<file path="src/rtl/phy_tx_sched_pkg.sv">
// phy_tx_sched shared types: FSM encoding and default widths.
// Optional grant statistics are built with PHY_TX_SCHED_STATS_EN.
package phy_tx_sched_pkg;

  localparam int NUM_REQ   = 4;
  localparam int REQ_IDX_W = 2;
  localparam int DATA_W    = 8;
  localparam int CNT_W     = 8;

  typedef enum logic [1:0] {
    S_RESET  = 2'd0,
    S_INIT   = 2'd1,
    S_IDLE   = 2'd2,
    S_ACTIVE = 2'd3
  } sched_state_t;

endpackage

</file>
<file path="src/rtl/phy_tx_sched_rr_pick.sv">
// rr_pick: find-first-set over req, scanning upward from start
// and wrapping at NUM_REQ.
module rr_pick
  import phy_tx_sched_pkg::*;
(
  input  logic [NUM_REQ-1:0]   req,
  input  logic [REQ_IDX_W-1:0] start,
  output logic                 found,
  output logic [REQ_IDX_W-1:0] idx
);

  logic [REQ_IDX_W-1:0] cand;

  // Scan farthest first so the nearest hit is the one kept.
  always_comb begin
    found = 1'b0;
    idx   = '0;
    cand  = '0;
    for (int k = NUM_REQ - 1; k >= 0; k--) begin
      cand = start + REQ_IDX_W'(k);
      if (req[cand]) begin
        found = 1'b1;
        idx   = cand;
      end
    end
  end

endmodule

</file>
<file path="src/rtl/phy_tx_sched.sv">
// Round-robin scheduler striping requester FIFOs onto two lanes.
// Define PHY_TX_SCHED_STATS_EN for per-requester grant counters.
module phy_tx_sched
  import phy_tx_sched_pkg::*;
(
  input  logic                      clk_f,
  input  logic                      reset,
  input  logic                      enable,
  input  logic [1:0]                lane_en,
  input  logic [NUM_REQ-1:0]        req_empty,
  input  logic [NUM_REQ*DATA_W-1:0] req_data,
  output logic [NUM_REQ-1:0]        req_pop,
  output logic [DATA_W-1:0]         entrada_0,
  output logic                      validin0,
  output logic [DATA_W-1:0]         entrada_1,
  output logic                      validin1,
`ifdef PHY_TX_SCHED_STATS_EN
  output logic [NUM_REQ*CNT_W-1:0]  grant_cnt,
`endif
  output logic [1:0]                estado
);

  sched_state_t         state_q, state_d;
  logic [REQ_IDX_W-1:0] ptr_q, ptr_d;
  logic [1:0]           lane_en_q;

  logic [NUM_REQ-1:0]   nonempty, mask1;
  logic                 f0, f1;
  logic [REQ_IDX_W-1:0] i0, i1;
  logic                 go, g0, g1;
  logic                 l0_v, l1_v;
  logic [REQ_IDX_W-1:0] l0_i, l1_i;

  assign nonempty = ~req_empty;
  assign mask1    = nonempty & ~(NUM_REQ'(1) << i0);

  rr_pick u_pick0 (
    .req   (nonempty),
    .start (ptr_q),
    .found (f0),
    .idx   (i0)
  );

  rr_pick u_pick1 (
    .req   (mask1),
    .start (ptr_q),
    .found (f1),
    .idx   (i1)
  );

  assign go = (state_q == S_ACTIVE) && enable;
  assign g0 = go && f0;
  assign g1 = go && (&lane_en_q) && f1;

  // First grant goes to the lowest enabled lane.
  assign l0_v = g0 && lane_en_q[0];
  assign l0_i = i0;
  assign l1_v = lane_en_q[0] ? g1 : g0;
  assign l1_i = lane_en_q[0] ? i1 : i0;

  always_comb begin
    req_pop = '0;
    if (g0) req_pop[i0] = 1'b1;
    if (g1) req_pop[i1] = 1'b1;
  end

  always_comb begin
    ptr_d = ptr_q;
    if (g1)
      ptr_d = i1 + REQ_IDX_W'(1);
    else if (g0)
      ptr_d = i0 + REQ_IDX_W'(1);
  end

  always_comb begin
    state_d = state_q;
    unique case (state_q)
      S_RESET:  state_d = S_INIT;
      S_INIT:   if (enable) state_d = S_IDLE;
      S_IDLE:
        if ((|nonempty) && (lane_en_q != 2'b00))
          state_d = S_ACTIVE;
      S_ACTIVE: if (!(|nonempty)) state_d = S_IDLE;
      default:  state_d = S_RESET;
    endcase
    if (!enable) state_d = S_INIT;
  end

  always_ff @(posedge clk_f or negedge reset) begin
    if (!reset) begin
      state_q   <= S_RESET;
      ptr_q     <= '0;
      lane_en_q <= 2'b00;
      entrada_0 <= '0;
      validin0  <= 1'b0;
      entrada_1 <= '0;
      validin1  <= 1'b0;
    end else begin
      state_q   <= state_d;
      ptr_q     <= ptr_d;
      if (state_q == S_INIT)
        lane_en_q <= lane_en;
      validin0  <= l0_v;
      validin1  <= l1_v;
      entrada_0 <= l0_v ? req_data[l0_i*DATA_W +: DATA_W] : '0;
      entrada_1 <= l1_v ? req_data[l1_i*DATA_W +: DATA_W] : '0;
    end
  end

  assign estado = state_q;

`ifdef PHY_TX_SCHED_STATS_EN
  logic [NUM_REQ-1:0][CNT_W-1:0] cnt_q;

  always_ff @(posedge clk_f or negedge reset) begin
    if (!reset) begin
      cnt_q <= '0;
    end else if (state_q == S_INIT) begin
      cnt_q <= '0;
    end else begin
      for (int i = 0; i < NUM_REQ; i++)
        if (req_pop[i] && (cnt_q[i] != '1))
          cnt_q[i] <= cnt_q[i] + CNT_W'(1);
    end
  end

  assign grant_cnt = cnt_q;
`endif

endmodule

</file>
<file path="config.mk">
export PLATFORM = sky130hd
export DESIGN_NAME = phy_tx_sched
export DESIGN_NICKNAME = d
export VERILOG_FILES = /design/src/rtl/phy_tx_sched_pkg.sv /design/src/rtl/phy_tx_sched_rr_pick.sv /design/src/rtl/phy_tx_sched.sv
export SDC_FILE = /design/constraint.sdc
export NUM_CORES = 1
export LEC_CHECK = 0
export ABC_AREA = 1
export BUFFER_PORTS_ARGS = -buffer_cell sky130_fd_sc_hd__buf_2
export CORE_MARGIN = 2
export CORE_UTILIZATION = 45
export CTS_CLUSTER_DIAMETER = 40
export DETAILED_ROUTE_END_ITERATION = 12
export HOLD_SLACK_MARGIN = 0.15
export MAX_ROUTING_LAYER = met4
export PLACE_DENSITY = 0.73
export SLEW_MARGIN = 20
export SYNTH_ARGS = -nofsm -noshare
export SYNTH_HDL_FRONTEND = slang
export SYNTH_SLANG_ARGS = --single-unit
</file>
<file path="constraint.sdc">
create_clock -name clk_f -period 2.65 [get_ports clk_f]
set_input_delay 0.3975 -clock clk_f [delete_from_list [all_inputs] [get_ports clk_f]]
set_output_delay 0.3975 -clock clk_f [all_outputs]
set_load 0.03 [all_outputs]
</file>
==> metrics list <==
* Transition at the pin with the smallest max-transition slack: 0.639 ns
- Summed over all layers, the global routing overflow is 0.
- In this run the remaining antenna-violating nets after routing total 0.
- Dividing total power by cell area gives a power density of 1470 nW/um^2.
- Root Driver: sky130_fd_sc_hd__clkbuf_8
- Clock latency on the worst-skew pair: 0.27 ns
- Endpoints failing setup: 13
* Final Power: 4.50 mW
- The routed design has 6.95 mm of wire.
- First-pass iteration count of the detailed router: 5
- Global routing consumed, over all layers together, 29.6% of the routing resources.
- Number of distinct library cells after synthesis: 30
* Count of inserted antenna diode cells: 0
- Share of cells above drive strength 1: 54.4%
- The tightest min-delay check is of the in -> reg type.
* Worst-path maximum fanout: 6
- At the end of the flow the core is filled with cells to 76.7%.
* Layout area overhead: 65.0%
- Setup slack on the worst reg-to-reg path comes out at -0.24 ns.
* Top-Level Pins: 65
* Number of levels the H-tree was split into: 1
- From bottom edge to top edge, the die measures 68.3 um.
- Arrival time reported for the critical path endpoint: 2.64 ns
- The HPWL after detailed placement is 4.16 mm.
* Drt initial violations: 366
- For this run, design rule violations remaining after detail routing come to 0.
- For the worst setup path, the data required time is 2.25 ns.
- For this run, the number of Yosys warnings is 0.
* Kind of end point of the critical path: primary output
* Hold Startpoint: lane_en[1]
- Excluding fillers, the count of instances in the completed layout stands at 447.
- For this run, the top clock speed supported by timing is 330 MHz.
- Result of the run: complete, but fails checks
- Width of the die: 68.3 um
* Synth Cell Area: 1860 sq um
* Critical R2R Capture: entrada_1[0]$_DFF_PN0_
* Number of antenna violations at the first check in global routing: 0
* Reg-to-reg critical path startpoint: ptr_q[0]$_DFFE_PN0P_
- Hold-critical path endpoint: lane_en_q[1]$_DFFE_PN0N_
- Die area: 4660 sq um
* Share of the clock period used by the worst path: 115%
- Core Footprint: 4000 sq um
- Register clock-pin slew on the reported worst setup and hold paths: 0.10 ns
- Average size of a mapped cell: 6.53 sq um
- In this run, placement finished with an instance count of 426.
- Port-buffer cells: 64
- Portion of synthesized cell area occupied by the leading cell type: 32.3%
- The share of the Yosys chip area taken by registers is 32.3%.
* Final hold slack: 0.345 ns
- By startpoint and endpoint, the worst setup path is classified as reg -> out.
- The checks that failed: setup timing.
- Sorting the synthesized cells by area gives the leading types as sky130_fd_sc_hd__dfrtp_1 (32%), sky130_fd_sc_hd__nand2_1 (17%), sky130_fd_sc_hd__nand3_1 (10%).
- Max rail drop VDD: 871 uV
- Drt via density: 5.55
- TritonCTS built the clock tree.
- Setup repair after global routing missed its margin: yes
- The top cell types in the final layout, fill and taps aside, are sky130_fd_sc_hd__buf_2 (60), sky130_fd_sc_hd__nand2_1 (56), sky130_fd_sc_hd__buf_4 (46).
- Synthesized netlist cell count: 285
- The count of endpoints failing hold in the final timing report was 0.
* Register-to-Register Path Depth: 20
- Synthesis inferred 24 register bits.
- Maximum count of clock buffers along a single path: 2
- CP Launch Type: flip-flop
- Weighted congestion at the end of routability-driven global placement: 0.875
* Total number of vias: 2,481
- Biggest area consumer among synthesized cells: sky130_fd_sc_hd__dfrtp_1
- Counting every net in the synthesized netlist gives 326.
- Across the run, the number of max-cap violations was 0.
- Max transition margin: 57.2%
- Final clock skew: 0.00545 ns
- Setup slack on the critical path of the routed design comes to -0.385 ns.
* Worst hold path stage count: 2
- The final max-slew violation count is 0.
- After floorplanning, the core was divided into 23 placement rows.
- Per-cell routed wire length: 15.5 um
* Number of global-route vias before repair: 2,237
- CTS buffer count: 3
- Global-route wire length before repair: 10.1 mm
* Most common library cell in the layout ignoring fill and taps: sky130_fd_sc_hd__buf_2
* Initial core utilization: 46.5%
* Leakage power summed over all cells: 1.68 nW
- Entering global routing, the biggest net connects 25 pins.
- After layout, the minimum clock period comes to 3.03 ns.
- Final #Nets: 439
- The clock net in this run drives a total of 24 sinks.
[registers in the layout, summed over array words and instances, names as in the netlist]
| signal | cells |
|---|---|
| validin1 | 1 |
| entrada_0 | 8 |
| estado | 2 |
| lane_en_q | 2 |
| validin0 | 1 |
| entrada_1 | 8 |
| ptr_q | 2 |
[report_power, final]
part	internal (mW)	total, mW	switching, mW
sequential	0.422	0.465	0.0435
combinational	1.49	3.70	2.20
clock	0.202	0.337	0.134
[worst max path at each step]
stage | end | cells past startpoint | startpoint | slack, ns
final | req_pop[2] | 16 | ptr_q[0]$_DFFE_PN0P_ | -0.38
after global routing | req_pop[2] | 19 | ptr_q[0]$_DFFE_PN0P_ | -0.52
after CTS | req_pop[2] | 16 | ptr_q[0]$_DFFE_PN0P_ | -0.26
after detailed placement | req_pop[2] | 20 | ptr_q[0]$_DFFE_PN0P_ | -0.16
after global placement | req_pop[2] | 18 | ptr_q[0]$_DFFE_PN0P_ | -0.12
after floorplan | req_pop[2] | 22 | ptr_q[0]$_DFFE_PN0P_ | -0.04
[cell families after synthesis]
family,after synthesis,share of synthesized area (%)
mux,1,0.605
flops,24,32.3
buf+inv,36,10.2
simple gates,190,45.5
compound gates,34,11.4
[synthesized netlist by cell type]
library cell / instances
sky130_fd_sc_hd__o21ai_0: 12
sky130_fd_sc_hd__a21oi_1: 2
sky130_fd_sc_hd__o21bai_1: 1
sky130_fd_sc_hd__nand2_1: 85
sky130_fd_sc_hd__nand3_2: 4
sky130_fd_sc_hd__o21a_1: 2
sky130_fd_sc_hd__o32ai_1: 1
sky130_fd_sc_hd__o21ai_1: 2
sky130_fd_sc_hd__nor2_1: 38
sky130_fd_sc_hd__nand3_1: 39
sky130_fd_sc_hd__inv_1: 24
sky130_fd_sc_hd__o22ai_1: 8
sky130_fd_sc_hd__inv_2: 2
sky130_fd_sc_hd__o21ai_2: 1
sky130_fd_sc_hd__clkbuf_1: 1
sky130_fd_sc_hd__a21oi_2: 1
sky130_fd_sc_hd__nor3_1: 4
sky130_fd_sc_hd__nand2_4: 1
sky130_fd_sc_hd__buf_8: 1
sky130_fd_sc_hd__nor4_1: 1
sky130_fd_sc_hd__buf_4: 3
sky130_fd_sc_hd__dfrtp_1: 24
sky130_fd_sc_hd__mux2_2: 1
sky130_fd_sc_hd__o221ai_1: 2
sky130_fd_sc_hd__inv_4: 1
sky130_fd_sc_hd__nand2_2: 16
sky130_fd_sc_hd__and3_1: 1
sky130_fd_sc_hd__buf_6: 4
sky130_fd_sc_hd__nand4_1: 1
sky130_fd_sc_hd__a211oi_1: 2
[per-stage QoR]
step	setup slack (ns)	TNS (ns)	area (sq um)
finish	-0.385	-3.08	3070
floorplan	-0.0394	-0.0394	1880
CTS	-0.256	-1.01	2830
detailed placement	-0.161	-0.716	2450
global route	-0.516	-5.12	3070
global placement	-0.118	-0.411	2450
[layer usage]
layer	routed length, um	GRT usage (%)	vias up
met5	0	-	-
met4	210	11.5	0
met3	605	4.44	34
met2	3440	49.6	169
met1	2700	35.5	1118
li1	-	-	1160
[cell type report]
| cell class | instances | area (sq um) |
|---|---|---|
| clock buffers | 3 | 41.3 |
| clock inverters | 1 | 30.0 |
| fillers | 289 | 931 |
| inverters | 27 | 109 |
| multi-input cells | 226 | 1470 |
| flip-flops and latches | 24 | 602 |
| well taps | 50 | 62.6 |
| repair buffers | 116 | 757 |
[timing repair]
action | CTS | global route
resized for setup | 55 | 60
hold buffers | 1 | 0
pin swaps | 25 | 30
cloned | 2 | 0
hold endpoints to repair | 24 | 0
setup buffers | 19 | 5
setup endpoints to repair | 14 | 14
[worst max-delay path, cell delays in order, from the launching register on]
cell and delay (ns):
sky130_fd_sc_hd__dfrtp_2 0.47, sky130_fd_sc_hd__buf_4 0.16, sky130_fd_sc_hd__buf_4 0.16, sky130_fd_sc_hd__nor2_1 0.16, sky130_fd_sc_hd__nand3_2 0.14, sky130_fd_sc_hd__nand2_4 0.14, sky130_fd_sc_hd__nand2_2 0.10, sky130_fd_sc_hd__nand2_2 0.09
sky130_fd_sc_hd__nand2_1 0.08, sky130_fd_sc_hd__nand2_2 0.11, sky130_fd_sc_hd__nand2_4 0.08, sky130_fd_sc_hd__nand4_1 0.16, sky130_fd_sc_hd__nand2_4 0.11, sky130_fd_sc_hd__nor2_4 0.11, sky130_fd_sc_hd__inv_1 0.06, sky130_fd_sc_hd__o22ai_2 0.10
sky130_fd_sc_hd__buf_6 0.15
(Power assumes the default switching activity.)
